### src/rtl/score_pkg.sv
// score_pkg: shared state encoding, default pulse timing and the award-points width
package score_pkg;
    typedef enum logic [1:0] {IDLE, HIGH, LOW} score_seq_state_t;
    localparam int SCORE_PULSE_HIGH_DEF = 2;
    localparam int SCORE_PULSE_LOW_DEF = 2;
    localparam int SCORE_PTS_W = 3;
endpackage

### src/rtl/score_count_sequencer_if.sv
// score_count_sequencer_if: award strobes in, count clocks and status out
interface score_count_sequencer_if #(parameter int PEND_W = 5);
    import score_pkg::*;
    logic HIT;
    logic HIT_PLAYER2;
    logic [SCORE_PTS_W-1:0] HIT_POINTS;
    logic COUNT_1;
    logic COUNT_2;
    logic BUSY;
    logic OVERFLOW;
    logic [PEND_W-1:0] PENDING_1;
    logic [PEND_W-1:0] PENDING_2;
    modport master (
        output HIT, HIT_PLAYER2, HIT_POINTS,
        input COUNT_1, COUNT_2, BUSY, OVERFLOW, PENDING_1, PENDING_2
    );
    modport slave (
        input HIT, HIT_PLAYER2, HIT_POINTS,
        output COUNT_1, COUNT_2, BUSY, OVERFLOW, PENDING_1, PENDING_2
    );
endinterface

### src/rtl/score_pending_acc.sv
// score_pending_acc: saturating pending-points accumulator with sticky overflow
module score_pending_acc
    import score_pkg::*;
#(
    parameter int W = 5
) (
    input  logic                   clk,
    input  logic                   rst_n,
    input  logic                   clr,
    input  logic [SCORE_PTS_W-1:0] inc,
    input  logic                   dec,
    output logic [W-1:0]           pend,
    output logic                   ovf
);
    localparam logic [W:0] MAX = {1'b0, {W{1'b1}}};
    logic [W:0]   sum;
    logic [W-1:0] pend_d, pend_q;
    logic         ovf_d, ovf_q;
    // add award and remove issued point together; one extra bit exposes saturation
    always_comb begin
        sum = {1'b0, pend_q} + (W+1)'(inc) - (W+1)'(dec);
        pend_d = clr ? '0 : (sum > MAX ? MAX[W-1:0] : sum[W-1:0]);
        ovf_d = clr ? 1'b0 : (ovf_q || sum > MAX);
    end
    // accumulator and sticky overflow registers
    always_ff @(posedge clk or negedge rst_n) begin
        if (!rst_n) begin
            pend_q <= '0;
            ovf_q  <= 1'b0;
        end else begin
            pend_q <= pend_d;
            ovf_q  <= ovf_d;
        end
    end
    assign pend = pend_q;
    assign ovf  = ovf_q;
endmodule

### src/rtl/score_count_sequencer.sv
// score_count_sequencer: converts point awards into round-robin COUNT pulses per player
module score_count_sequencer
    import score_pkg::*;
#(
    parameter int PEND_W     = 5,
    parameter int PULSE_HIGH = SCORE_PULSE_HIGH_DEF,
    parameter int PULSE_LOW  = SCORE_PULSE_LOW_DEF
) (
    input logic                 CLK_DRV,
    input logic                 RESET_N,
    input logic                 START_GAME_N,
    score_count_sequencer_if.slave bus
);
    localparam logic [3:0] T_HIGH = 4'(PULSE_HIGH - 1);
    localparam logic [3:0] T_LOW  = 4'(PULSE_LOW - 1);
    score_seq_state_t       state_d, state_q;
    logic [3:0]             timer_d, timer_q;
    logic                   ptr_d, ptr_q, player_d, player_q;
    logic                   count1_d, count1_q, count2_d, count2_q;
    logic                   issue1, issue2, any1, any2, sel_p2, ovf1, ovf2, clr;
    logic [SCORE_PTS_W-1:0] inc1, inc2;
    logic [PEND_W-1:0]      pend1, pend2;

    assign clr    = !START_GAME_N;
    assign any1   = pend1 != '0;
    assign any2   = pend2 != '0;
    assign sel_p2 = (any1 && any2) ? ptr_q : any2;
    assign inc1   = (bus.HIT && !bus.HIT_PLAYER2) ? bus.HIT_POINTS : '0;
    assign inc2   = (bus.HIT && bus.HIT_PLAYER2) ? bus.HIT_POINTS : '0;

    score_pending_acc #(.W(PEND_W)) u_acc1 (
        .clk(CLK_DRV), .rst_n(RESET_N), .clr(clr),
        .inc(inc1), .dec(issue1), .pend(pend1), .ovf(ovf1)
    );
    score_pending_acc #(.W(PEND_W)) u_acc2 (
        .clk(CLK_DRV), .rst_n(RESET_N), .clr(clr),
        .inc(inc2), .dec(issue2), .pend(pend2), .ovf(ovf2)
    );

    // pulse sequencing: pick a player in IDLE, time the high and low phases
    always_comb begin
        state_d  = state_q;
        timer_d  = timer_q;
        ptr_d    = ptr_q;
        player_d = player_q;
        issue1   = 1'b0;
        issue2   = 1'b0;
        if (clr) begin
            state_d  = IDLE;
            timer_d  = '0;
            ptr_d    = 1'b0;
            player_d = 1'b0;
        end else begin
            case (state_q)
                IDLE: if (any1 || any2) begin
                    issue1   = !sel_p2;
                    issue2   = sel_p2;
                    player_d = sel_p2;
                    ptr_d    = !sel_p2;
                    timer_d  = T_HIGH;
                    state_d  = HIGH;
                end
                HIGH: if (timer_q == 4'd0) begin
                    timer_d = T_LOW;
                    state_d = LOW;
                end else timer_d = timer_q - 4'd1;
                LOW: if (timer_q == 4'd0) state_d = IDLE;
                     else timer_d = timer_q - 4'd1;
                default: state_d = IDLE;
            endcase
        end
        count1_d = state_d == HIGH && !player_d;
        count2_d = state_d == HIGH && player_d;
    end

    // FSM, timer, pointer and registered count outputs
    always_ff @(posedge CLK_DRV or negedge RESET_N) begin
        if (!RESET_N) begin
            state_q  <= IDLE;
            timer_q  <= '0;
            ptr_q    <= 1'b0;
            player_q <= 1'b0;
            count1_q <= 1'b0;
            count2_q <= 1'b0;
        end else begin
            state_q  <= state_d;
            timer_q  <= timer_d;
            ptr_q    <= ptr_d;
            player_q <= player_d;
            count1_q <= count1_d;
            count2_q <= count2_d;
        end
    end

    assign bus.COUNT_1   = count1_q;
    assign bus.COUNT_2   = count2_q;
    assign bus.BUSY      = state_q != IDLE || any1 || any2;
    assign bus.OVERFLOW  = ovf1 || ovf2;
    assign bus.PENDING_1 = pend1;
    assign bus.PENDING_2 = pend2;
endmodule

### src/flat_wrapper.sv
// flat-port wrapper written by rule: the top's interface ports become plain ports
module score_count_sequencer_flat import score_pkg::*;
#(
    parameter int PEND_W     = 5,
    parameter int PULSE_HIGH = SCORE_PULSE_HIGH_DEF,
    parameter int PULSE_LOW  = SCORE_PULSE_LOW_DEF
)
  (CLK_DRV, RESET_N, START_GAME_N, bus_HIT, bus_HIT_PLAYER2, bus_HIT_POINTS, bus_COUNT_1, bus_COUNT_2, bus_BUSY, bus_OVERFLOW, bus_PENDING_1, bus_PENDING_2);
  score_count_sequencer_if #(.PEND_W(PEND_W)) bus_i ();
  input logic CLK_DRV;
  input logic RESET_N;
  input logic START_GAME_N;
  input wire logic [$bits(bus_i.HIT)-1:0] bus_HIT;
  input wire logic [$bits(bus_i.HIT_PLAYER2)-1:0] bus_HIT_PLAYER2;
  input wire logic [$bits(bus_i.HIT_POINTS)-1:0] bus_HIT_POINTS;
  output wire logic [$bits(bus_i.COUNT_1)-1:0] bus_COUNT_1;
  output wire logic [$bits(bus_i.COUNT_2)-1:0] bus_COUNT_2;
  output wire logic [$bits(bus_i.BUSY)-1:0] bus_BUSY;
  output wire logic [$bits(bus_i.OVERFLOW)-1:0] bus_OVERFLOW;
  output wire logic [$bits(bus_i.PENDING_1)-1:0] bus_PENDING_1;
  output wire logic [$bits(bus_i.PENDING_2)-1:0] bus_PENDING_2;
  assign bus_i.HIT = bus_HIT;
  assign bus_i.HIT_PLAYER2 = bus_HIT_PLAYER2;
  assign bus_i.HIT_POINTS = bus_HIT_POINTS;
  assign bus_COUNT_1 = bus_i.COUNT_1;
  assign bus_COUNT_2 = bus_i.COUNT_2;
  assign bus_BUSY = bus_i.BUSY;
  assign bus_OVERFLOW = bus_i.OVERFLOW;
  assign bus_PENDING_1 = bus_i.PENDING_1;
  assign bus_PENDING_2 = bus_i.PENDING_2;
  score_count_sequencer #(.PEND_W(PEND_W), .PULSE_HIGH(PULSE_HIGH), .PULSE_LOW(PULSE_LOW)) u_core (.CLK_DRV(CLK_DRV), .RESET_N(RESET_N), .START_GAME_N(START_GAME_N), .bus(bus_i));
endmodule
### config.mk
export PLATFORM = sky130hd
export DESIGN_NAME = score_count_sequencer_flat
export DESIGN_NICKNAME = d
export VERILOG_FILES = /design/src/rtl/score_pkg.sv /design/src/rtl/score_count_sequencer_if.sv /design/src/rtl/score_pending_acc.sv /design/src/rtl/score_count_sequencer.sv /design/src/flat_wrapper.sv
export SDC_FILE = /design/constraint.sdc
export NUM_CORES = 1
export LEC_CHECK = 0
export BUFFER_PORTS_ARGS = -buffer_cell sky130_fd_sc_hd__clkbuf_2
export CAP_MARGIN = 20
export CORE_MARGIN = 2
export CORE_UTILIZATION = 42
export CTS_BUF_LIST = sky130_fd_sc_hd__clkbuf_16
export DETAILED_ROUTE_END_ITERATION = 12
export SETUP_SLACK_MARGIN = 0.05
export SKIP_LAST_GASP = 1
export SYNTH_ARGS = -nofsm -noshare
export SYNTH_HDL_FRONTEND = slang
export SYNTH_SLANG_ARGS = --single-unit
### constraint.sdc
create_clock -name CLK_DRV -period 3.4 [get_ports CLK_DRV]
set_clock_uncertainty 0.05 [all_clocks]
set_input_delay 0.34 -clock CLK_DRV [delete_from_list [all_inputs] [get_ports CLK_DRV]]
set_output_delay 0.34 -clock CLK_DRV [all_outputs]
set_load 0.02 [all_outputs]
==> results of run 1 <==
-- cell type report --
class | count | area [um^2] | share of cell area
clock inverter | 1 | 30.0 | 0.0152
timing repair buffer | 24 | 128 | 0.0646
sequential | 22 | 551 | 0.279
clock buffer | 3 | 75.1 | 0.0380
multi-input combinational | 132 | 1030 | 0.522
tap | 50 | 62.6 | 0.0317
inverter | 26 | 97.6 | 0.0494
-- through the flow --
stage	area, um^2	hold WS, ns
after floorplan	1710	-0.00559
after global placement	1860	0.309
after detailed placement	1860	0.312
after CTS	1970	0.0352
after global routing	1980	0.0603
final	1980	0.0157
-- sequential cells by signal, summed over array words and instances (netlist names), 2 cells and up --
register            flops
u_core.u_acc1.pend      5
u_core.timer_q          4
u_core.u_acc2.pend      5
u_core.state_q          2
-- kinds of logic (layout without fill, tap and decap cells) --
kind of cell    count (synthesis)  after routing
compound gates                 50             50
xor+xnor                        6              6
fa+ha+maj                      24             24
buf+inv                        30             54
flops                          22             22
mux                             1              1
simple gates                   51             51
-- worst paths after layout --
check / from / end / slack (ns) / depth (start not counted)
max in group asynchronous: RESET_N / u_core.u_acc2.pend[1]$_DFF_PN0_ / 2.91 / 1
min in group CLK_DRV: START_GAME_N / u_core.ptr_q$_DFFE_PN0P_ / 0.42 / 3
worst min-delay path: RESET_N / u_core.timer_q[0]$_DFFE_PN0P_ / 0.02 / 1
worst min register to register: u_core.u_acc2.ovf$_DFF_PN0_ / u_core.u_acc2.ovf$_DFF_PN0_ / 0.44 / 1
worst max register to register: u_core.u_acc2.pend[4]$_DFF_PN0_ / u_core.u_acc2.pend[4]$_DFF_PN0_ / 0.23 / 11
worst max-delay path: u_core.u_acc2.pend[4]$_DFF_PN0_ / u_core.u_acc2.pend[4]$_DFF_PN0_ / 0.23 / 11
-- metal layers --
| layer | global-route usage | up-vias | wire (um) |
|---|---|---|---|
| met5 | 0 | - | 0 |
| met3 | 0.0345 | 0 | 67 |
| met1 | 0.211 | 666 | 1640 |
| met4 | 0.0225 | 0 | 0 |
| met2 | 0.303 | 9 | 1830 |
| li1 | - | 707 | - |
-- Yosys cell counts (3+ instances only) --
master	count	area, um^2
or3b_2	3	26.3
ha_1	22	275
a211oi_1	3	22.5
o21ai_0	10	50.1
o21a_1	12	90.1
nor3_1	5	25.0
xnor2_1	4	35.0
dfrtp_1	22	551
nand3_1	8	40.0
nor4_1	3	18.8
o211ai_1	3	22.5
or2_2	3	18.8
inv_1	26	97.6
a21o_1	4	30.0
a21oi_1	7	35.0
nand2_1	10	37.5
-- power groups by stage --
| stage | clock network (mW) | logic, mW | registers (mW) |
|---|---|---|---|
| after detailed placement | 0 | 1.35 | 0.490 |
| after global routing | 0.352 | 1.55 | 0.502 |
| after floorplan | 0 | 1.00 | 0.540 |
| final | 0.334 | 1.38 | 0.484 |
| after global placement | 0 | 1.33 | 0.483 |
| after CTS | 0.341 | 1.36 | 0.486 |
-- repair_timing --
item	in CTS	in global routing
setup buffers	0	1
hold buffers	0	0
endpoints found under the setup margin	0	6
==> impl_metrics.env, run 1 <==
export IMPL_status="complete, no violations"
export IMPL_ys_flop_type="dfrtp_1"
export IMPL_nets=241
export IMPL_netSwitchingFraction=0.441
export IMPL_end_kind="register"
export IMPL_slew_headroom=0.624
export IMPL_cts_num_sinks=22
export IMPL_ys_seq_area_frac=0.321
export IMPL_p_total_mw=2.20
export IMPL_timing_final_crit_share=0.931
export IMPL_start_util=0.431
export IMPL_dieArea_mm2=0.00460
export IMPL_path_clk_slew_ns=0.06
export IMPL_worst_hold_path_type="in -> async"
export IMPL_synth_area_mm2=0.00171
export IMPL_drv_slew=0
export IMPL_grt_pass1_wl_um=5870
export IMPL_finalHoldViolCount=0
export IMPL_async_reset_ff_frac=1.00
export IMPL_clockBufferDepth=2
export IMPL_via_per_inst=5.36
export IMPL_nFillCells=384
export IMPL_yosys_area_share_simple=0.177
export IMPL_synth_top_family_by_area="compound AO/OA/AOI/OAI gates"
export IMPL_antenna_found_initial=0
export IMPL_routed_wl_um=3530
export IMPL_rows=23
export IMPL_seqPwrFrac=0.220
export IMPL_avgSynthCellArea_um2=9.31
export IMPL_p_leak_nw=0.941
export IMPL_final_cells=258
export IMPL_die_width_um=67.9
export IMPL_p_comb_frac=0.628
export IMPL_path_buf_inv=1
export IMPL_power_switching_mw=0.971
export IMPL_syn_nets=216
export IMPL_ys_ff_latch=22
export IMPL_drive_above_1_share=0.192
export IMPL_cts_root_buf="clkbuf_16"
export IMPL_clkPwrFrac=0.152
export IMPL_final_common_cell="inv_1"
export IMPL_io_buffers=21
export IMPL_peakVddDrop_mv=0.595
export IMPL_cts_resized=0
export IMPL_dpl_cell_count=253
export IMPL_core_mm2=0.00397
export IMPL_rsz0062_at_grt="false"
export IMPL_powerDensity_mw_per_mm2=1110
export IMPL_synthMuxAreaShare=0.00584
export IMPL_h_tree_depth=1
export IMPL_tns_ns=0
export IMPL_worstPathCellList="or3_2 -> o21ai_0 -> nor3_1 -> ha_1 -> inv_1 -> ha_1 -> fa_1 -> a21o_1 -> a21oi_1 -> xnor2_1 -> o21a_1"
export IMPL_worstSkewPairLatency_ns=0.25
export IMPL_ys_types=44
export IMPL_synth_edf_count=0
export IMPL_final_cell_mix="inv_1 (26), ha_1 (22), dfrtp_1 (22)"
export IMPL_diodes=0
export IMPL_arrival_ns=3.26
export IMPL_intPower_mw=1.23
export IMPL_pin_count=22
export IMPL_critPathKind="reg -> reg"
export IMPL_ys_warn_count=0
export IMPL_syn_inst=184
export IMPL_grt_max_degree=23
export IMPL_dpl_hpwl_um=2740
export IMPL_max_stage_delay_ns=0.55
export IMPL_tritoncts="done"
export IMPL_start_kind="register"
export IMPL_cp_common_cell="ha_1"
export IMPL_drc=0
export IMPL_synthXorXnorAreaFrac=0.0307
export IMPL_fin_util=0.497
export IMPL_fp_dieH_um=67.9
export IMPL_drt_pass1_iterations=4
export IMPL_crit_path_top_delay_cell="or3_2"
export IMPL_worst_pin_slew_ns=0.564
export IMPL_num_vias=1382
export IMPL_synth_adder_area_share=0.184
export IMPL_required_ns=3.50
export IMPL_crit_fanout=8
export IMPL_cts_buffers_inserted=3
export IMPL_synth_compound_area_frac=0.205
export IMPL_period_needed_ns=3.17
export IMPL_ant_nets=0
export IMPL_setup_ws_ns=0.234
export IMPL_setup_viol=0
export IMPL_syn_to_final_growth_pct=15.3
export IMPL_overflow=0
export IMPL_wl_per_cell_um=13.7
export IMPL_max_cap_viol_count=0
export IMPL_drt_iter0_markers=65
export IMPL_grt_pass1_vias=1302
export IMPL_preCtsSetupSlack_ns=0.249
export IMPL_fmax_mhz=316
export IMPL_routabilityCongestion=0.862
export IMPL_path_delay_family="adder cells"
export IMPL_grt_use_total=0.168
Note: power is estimated with default switching activity, not from simulation.
==> run 2: changes to the inputs <==
--- a/config.mk
+++ b/config.mk
@@ -7,10 +7,13 @@
 export LEC_CHECK = 0
 export BUFFER_PORTS_ARGS = -buffer_cell sky130_fd_sc_hd__clkbuf_2
 export CAP_MARGIN = 20
+export CELL_PAD_IN_SITES_DETAIL_PLACEMENT = 0
+export CELL_PAD_IN_SITES_GLOBAL_PLACEMENT = 1
 export CORE_MARGIN = 2
-export CORE_UTILIZATION = 42
+export CORE_UTILIZATION = 44
 export CTS_BUF_LIST = sky130_fd_sc_hd__clkbuf_16
 export DETAILED_ROUTE_END_ITERATION = 12
+export PLACE_DENSITY_LB_ADDON = 0.1
 export SETUP_SLACK_MARGIN = 0.05
 export SKIP_LAST_GASP = 1
 export SYNTH_ARGS = -nofsm -noshare
==> impl_metrics.env, run 2 (synthesized netlist as in run 1, its figures left out) <==
export IMPL_grt_pass1_wl_um=6150
export IMPL_nets=240
export IMPL_end_kind="register"
export IMPL_final_common_cell="inv_1"
export IMPL_crit_fanout=6
export IMPL_io_buffers=21
export IMPL_rows=22
export IMPL_power_switching_mw=0.987
export IMPL_routed_wl_um=3600
export IMPL_rr_worst_depth=10
export IMPL_dpl_hpwl_um=2850
export IMPL_fmax_mhz=315
export IMPL_ant_nets=0
export IMPL_finalHoldViolCount=0
export IMPL_cts_num_sinks=22
export IMPL_clockBufferDepth=2
export IMPL_cts_root_buf="clkbuf_16"
export IMPL_num_vias=1416
export IMPL_h_tree_depth=1
export IMPL_required_ns=3.49
export IMPL_overflow=0
export IMPL_worstSkewPairLatency_ns=0.25
export IMPL_tritoncts="done"
export IMPL_postCtsHoldBufs=0
export IMPL_fin_util=0.529
export IMPL_drt_pass1_iterations=4
export IMPL_path_clk_slew_ns=0.06
export IMPL_seqPwrFrac=0.232
export IMPL_worst_pin_slew_ns=0.551
export IMPL_drive_above_1_share=0.198
export IMPL_setup_viol=0
export IMPL_drv_slew=0
export IMPL_nFillCells=351
export IMPL_syn_to_final_growth_pct=13.9
export IMPL_intPower_mw=1.14
export IMPL_worst_hold_path_type="in -> async"
export IMPL_critPathKind="reg -> reg"
export IMPL_post_cts_setup_buffer_count=0
export IMPL_start_util=0.464
export IMPL_p_leak_nw=0.926
export IMPL_antenna_found_initial=0
export IMPL_diodes=0
export IMPL_clkPwrFrac=0.116
export IMPL_timing_final_crit_share=0.932
export IMPL_dieArea_mm2=0.00441
export IMPL_p_comb_frac=0.652
export IMPL_grt_pass1_vias=1375
export IMPL_reg2reg_from="u_core.u_acc1.pend[1]$_DFF_PN0_"
export IMPL_period_needed_ns=3.17
export IMPL_r2r_end="u_core.u_acc1.pend[3]$_DFF_PN0_"
export IMPL_start_kind="register"
export IMPL_grt_use_total=0.181
export IMPL_preCtsSetupSlack_ns=0.227
export IMPL_drc=0
export IMPL_rsz0062_at_grt="false"
export IMPL_final_cell_mix="inv_1 (26), ha_1 (22), clkbuf_2 (21), dfrtp_1 (21), o21a_1 (12)"
export IMPL_cts_resized=0
export IMPL_drt_iter0_markers=89
export IMPL_cts_buffers_inserted=3
export IMPL_powerDensity_mw_per_mm2=1090
export IMPL_netSwitchingFraction=0.464
export IMPL_routabilityCongestion=0.796
export IMPL_setup_ws_ns=0.230
export IMPL_arrival_ns=3.26
export IMPL_max_cap_viol_count=0
export IMPL_worst_r2r_setup_slack_ns=0.23
export IMPL_tns_ns=0
export IMPL_via_per_inst=5.55
export IMPL_core_mm2=0.00369
export IMPL_die_width_um=66.4
export IMPL_pin_count=22
export IMPL_peakVddDrop_mv=0.585
export IMPL_fp_dieH_um=66.4
export IMPL_wl_per_cell_um=14.1
export IMPL_grt_max_degree=23
export IMPL_status="complete, no violations"
export IMPL_slew_headroom=0.629
[run 2: cell count changes in the layout (fill, tap and decap cells not counted)]
| cell | change |
|---|---|
| nor3b_1 | -1 |
| dfrtp_1 | -1 |
| a211oi_1 | -1 |
| dfrtp_2 | +1 |
| a211oi_2 | +1 |
| clkinv_1 | +1 |
| buf_4 | -1 |
| bufinv_16 | -1 |
| nor3b_2 | +1 |
[run 2: how the worst max path moves through the flow]
stage / from / end / slack (ns) / cells after the start
3_5_place_dp: u_core.u_acc2.pend[4]$_DFF_PN0_ / u_core.u_acc1.pend[2]$_DFF_PN0_ / 0.23 / 10
5_1_grt: u_core.u_acc1.pend[1]$_DFF_PN0_ / u_core.u_acc1.pend[4]$_DFF_PN0_ / 0.07 / 10
2_1_floorplan: u_core.u_acc2.pend[4]$_DFF_PN0_ / u_core.u_acc1.pend[2]$_DFF_PN0_ / 0.28 / 11
4_1_cts: u_core.u_acc2.pend[4]$_DFF_PN0_ / u_core.u_acc1.pend[3]$_DFF_PN0_ / 0.21 / 10
3_3_place_gp: u_core.u_acc2.pend[4]$_DFF_PN0_ / u_core.u_acc1.pend[2]$_DFF_PN0_ / 0.26 / 10
6_report: u_core.u_acc1.pend[1]$_DFF_PN0_ / u_core.u_acc1.pend[3]$_DFF_PN0_ / 0.23 / 10
[run 2: cell type report]
| cell class | instances | area, um^2 | share of cell area |
|---|---|---|---|
| timing repair buffer | 23 | 120 | 0.0616 |
| sequential | 22 | 552 | 0.283 |
| clock inverter | 1 | 3.75 | 0.00192 |
| clock buffer | 3 | 75.1 | 0.0385 |
| tap | 48 | 60.1 | 0.0308 |
| inverter | 26 | 97.6 | 0.0500 |
| multi-input combinational | 132 | 1040 | 0.534 |
[run 2: per-layer routing]
metal  part of all wire  up-vias  wire (um)  global-route usage
li1                   -      697          -                   -
met4             0.0022        0          8              0.0230
met5                  0        -          0                   0
met1               0.48      677       1710               0.249
met2               0.47       40       1690               0.295
met3              0.053        2        189              0.0426
[run 2: metrics by stage]
stage / hold slack [ns] / power (mW) / instance area, um^2 / std cells
after detailed placement: 0.306 / 1.86 / 1860 / 251
after global routing: 0.0566 / 2.33 / 1950 / 255
after global placement: 0.297 / 1.85 / 1860 / 251
after CTS: 0.0310 / 2.12 / 1940 / 255
after floorplan: -0.00559 / 1.54 / 1710 / 184
final: 0.0123 / 2.13 / 1950 / 255
[run 2: critical path, cell delays in order (launching register included)]
cell and delay (ns):
dfrtp_1 0.41, or4_4 0.58, o21ai_0 0.30, nor3b_2 0.08
ha_1 0.21, inv_1 0.09, ha_1 0.25, a211oi_2 0.28
nor3_1 0.09, or3b_2 0.52, o21a_1 0.20
[run 2: power by group through the flow]
stage / sequential (mW) / clock, mW / combinational [mW]
floorplan: 0.540 / 0 / 1.00
global placement: 0.491 / 0 / 1.36
detailed placement: 0.497 / 0 / 1.36
CTS: 0.493 / 0.254 / 1.38
global route: 0.514 / 0.266 / 1.55
finish: 0.493 / 0.248 / 1.39
==> run 3: changes to the inputs <==
--- a/config.mk
+++ b/config.mk
@@ -7,13 +7,10 @@
 export LEC_CHECK = 0
 export BUFFER_PORTS_ARGS = -buffer_cell sky130_fd_sc_hd__clkbuf_2
 export CAP_MARGIN = 20
-export CELL_PAD_IN_SITES_DETAIL_PLACEMENT = 0
-export CELL_PAD_IN_SITES_GLOBAL_PLACEMENT = 1
 export CORE_MARGIN = 2
-export CORE_UTILIZATION = 44
+export CORE_UTILIZATION = 45
 export CTS_BUF_LIST = sky130_fd_sc_hd__clkbuf_16
 export DETAILED_ROUTE_END_ITERATION = 12
-export PLACE_DENSITY_LB_ADDON = 0.1
 export SETUP_SLACK_MARGIN = 0.05
 export SKIP_LAST_GASP = 1
 export SYNTH_ARGS = -nofsm -noshare
==> impl_metrics.env, run 3 (synthesized netlist as in run 1, its figures left out) <==
export IMPL_core_mm2=0.00366
export IMPL_routabilityCongestion=0.871
export IMPL_routed_wl_um=3560
export IMPL_postCtsHoldBufs=0
export IMPL_drv_slew=0
export IMPL_drive_above_1_share=0.184
export IMPL_arrival_ns=3.28
export IMPL_end_kind="register"
export IMPL_worst_pin_slew_ns=0.590
export IMPL_die_width_um=65.7
export IMPL_cts_buffers_inserted=3
export IMPL_start_util=0.468
export IMPL_worstSkewPairLatency_ns=0.26
export IMPL_netSwitchingFraction=0.462
export IMPL_rr_worst_depth=10
export IMPL_timing_final_crit_share=0.935
export IMPL_diodes=0
export IMPL_slew_headroom=0.606
export IMPL_crit_fanout=6
export IMPL_p_total_mw=2.10
export IMPL_required_ns=3.50
export IMPL_period_needed_ns=3.18
export IMPL_max_cap_viol_count=0
export IMPL_ant_nets=0
export IMPL_setup_viol=0
export IMPL_grt_pass1_vias=1380
export IMPL_powerDensity_mw_per_mm2=1080
export IMPL_drt_iter0_markers=58
export IMPL_dieArea_mm2=0.00432
export IMPL_io_buffers=21
export IMPL_syn_to_final_growth_pct=13.1
export IMPL_tritoncts="done"
export IMPL_clockBufferDepth=2
export IMPL_p_comb_frac=0.646
export IMPL_critPathKind="reg -> reg"
export IMPL_antenna_found_initial=0
export IMPL_pin_count=22
export IMPL_grt_use_total=0.182
export IMPL_post_cts_setup_buffer_count=0
export IMPL_intPower_mw=1.13
export IMPL_h_tree_depth=1
export IMPL_cts_num_sinks=22
export IMPL_status="complete, no violations"
export IMPL_clkPwrFrac=0.121
export IMPL_tns_ns=0
export IMPL_grt_pass1_wl_um=6070
export IMPL_grt_max_degree=23
export IMPL_drt_pass1_iterations=4
export IMPL_via_per_inst=5.55
export IMPL_fp_dieH_um=65.7
export IMPL_finalHoldViolCount=0
export IMPL_cts_root_buf="clkbuf_16"
export IMPL_preCtsSetupSlack_ns=0.219
export IMPL_num_vias=1410
export IMPL_final_cell_mix="inv_1 (26), ha_1 (22), dfrtp_1 (22)"
export IMPL_setup_ws_ns=0.219
export IMPL_path_clk_slew_ns=0.06
export IMPL_fmax_mhz=314
export IMPL_start_kind="register"
export IMPL_seqPwrFrac=0.233
export IMPL_peakVddDrop_mv=0.590
export IMPL_wl_per_cell_um=14.0
export IMPL_design_area_mm2=0.00194
export IMPL_power_switching_mw=0.970
export IMPL_dpl_hpwl_um=2800
export IMPL_p_leak_nw=0.920
export IMPL_rows=22
export IMPL_overflow=0
export IMPL_placed_area_mm2=0.00185
export IMPL_final_common_cell="inv_1"
export IMPL_rsz0062_at_grt="false"
export IMPL_nets=239
export IMPL_worst_hold_path_type="in -> async"
export IMPL_drc=0
==> run 3: area by class of cell <==
cell class / count / area [um^2]
Fill cell: 351 / 1720
Tap cell: 48 / 60.1
Inverter: 26 / 97.6
Clock buffer: 3 / 75.1
Multi-Input combinational cell: 132 / 1040
Timing Repair Buffer: 22 / 113
Sequential cell: 22 / 551
Clock inverter: 1 / 3.75
==> run 3: critical path, cell delays in order, from the launching register on <==
cell      delay [ns]
dfrtp_1         0.41
or4_4           0.58
o21ba_2         0.24
nor3_1          0.26
ha_1            0.20
inv_1           0.07
ha_1            0.29
a211oi_1        0.31
or3_1           0.17
nand4_1         0.24
o21a_1          0.26
==> run 3: through the flow <==
step	hold WS (ns)	instances	utilization
finish	0.0255	254	0.529
global route	0.0670	254	0.529
CTS	0.0481	254	0.528
detailed placement	0.322	250	0.506
global placement	0.315	250	0.506
floorplan	-0.00559	184	-
==> run 3: layer usage <==
layer  vias to the layer above  global-route usage  share of wire
li1                        699                   -              -
met1                       684               0.220           0.46
met2                        27               0.332           0.51
met3                         0              0.0325          0.030
met4                         0              0.0391              0
met5                         -                   0              0
==> run 3: timing repair <==
item	4_1_cts	5_1_grt
resized for setup	0	2
endpoints found under the setup margin	0	12
hold endpoints to repair	0	0
==> run 3: final timing paths <==
kind                                                      start                               to  slack (ns)
max in group asynchronous                               RESET_N         u_core.ptr_q$_DFFE_PN0P_        2.89
worst max register to register  u_core.u_acc1.pend[1]$_DFF_PN0_  u_core.u_acc2.pend[2]$_DFF_PN0_        0.22
worst min register to register      u_core.u_acc2.ovf$_DFF_PN0_      u_core.u_acc2.ovf$_DFF_PN0_        0.44
worst max-delay path            u_core.u_acc1.pend[1]$_DFF_PN0_  u_core.u_acc2.pend[2]$_DFF_PN0_        0.22
worst min-delay path                                    RESET_N     u_core.bus.COUNT_2$_DFF_PN0_        0.03
min in group CLK_DRV                u_core.u_acc2.ovf$_DFF_PN0_      u_core.u_acc2.ovf$_DFF_PN0_        0.44
==> run 3: power groups by stage <==
stage	sequential [mW]	clock, mW	combinational (mW)
finish	0.488	0.254	1.36
global route	0.504	0.269	1.53
CTS	0.488	0.257	1.35
floorplan	0.540	0	1.00
detailed placement	0.492	0	1.34
global placement	0.487	0	1.31
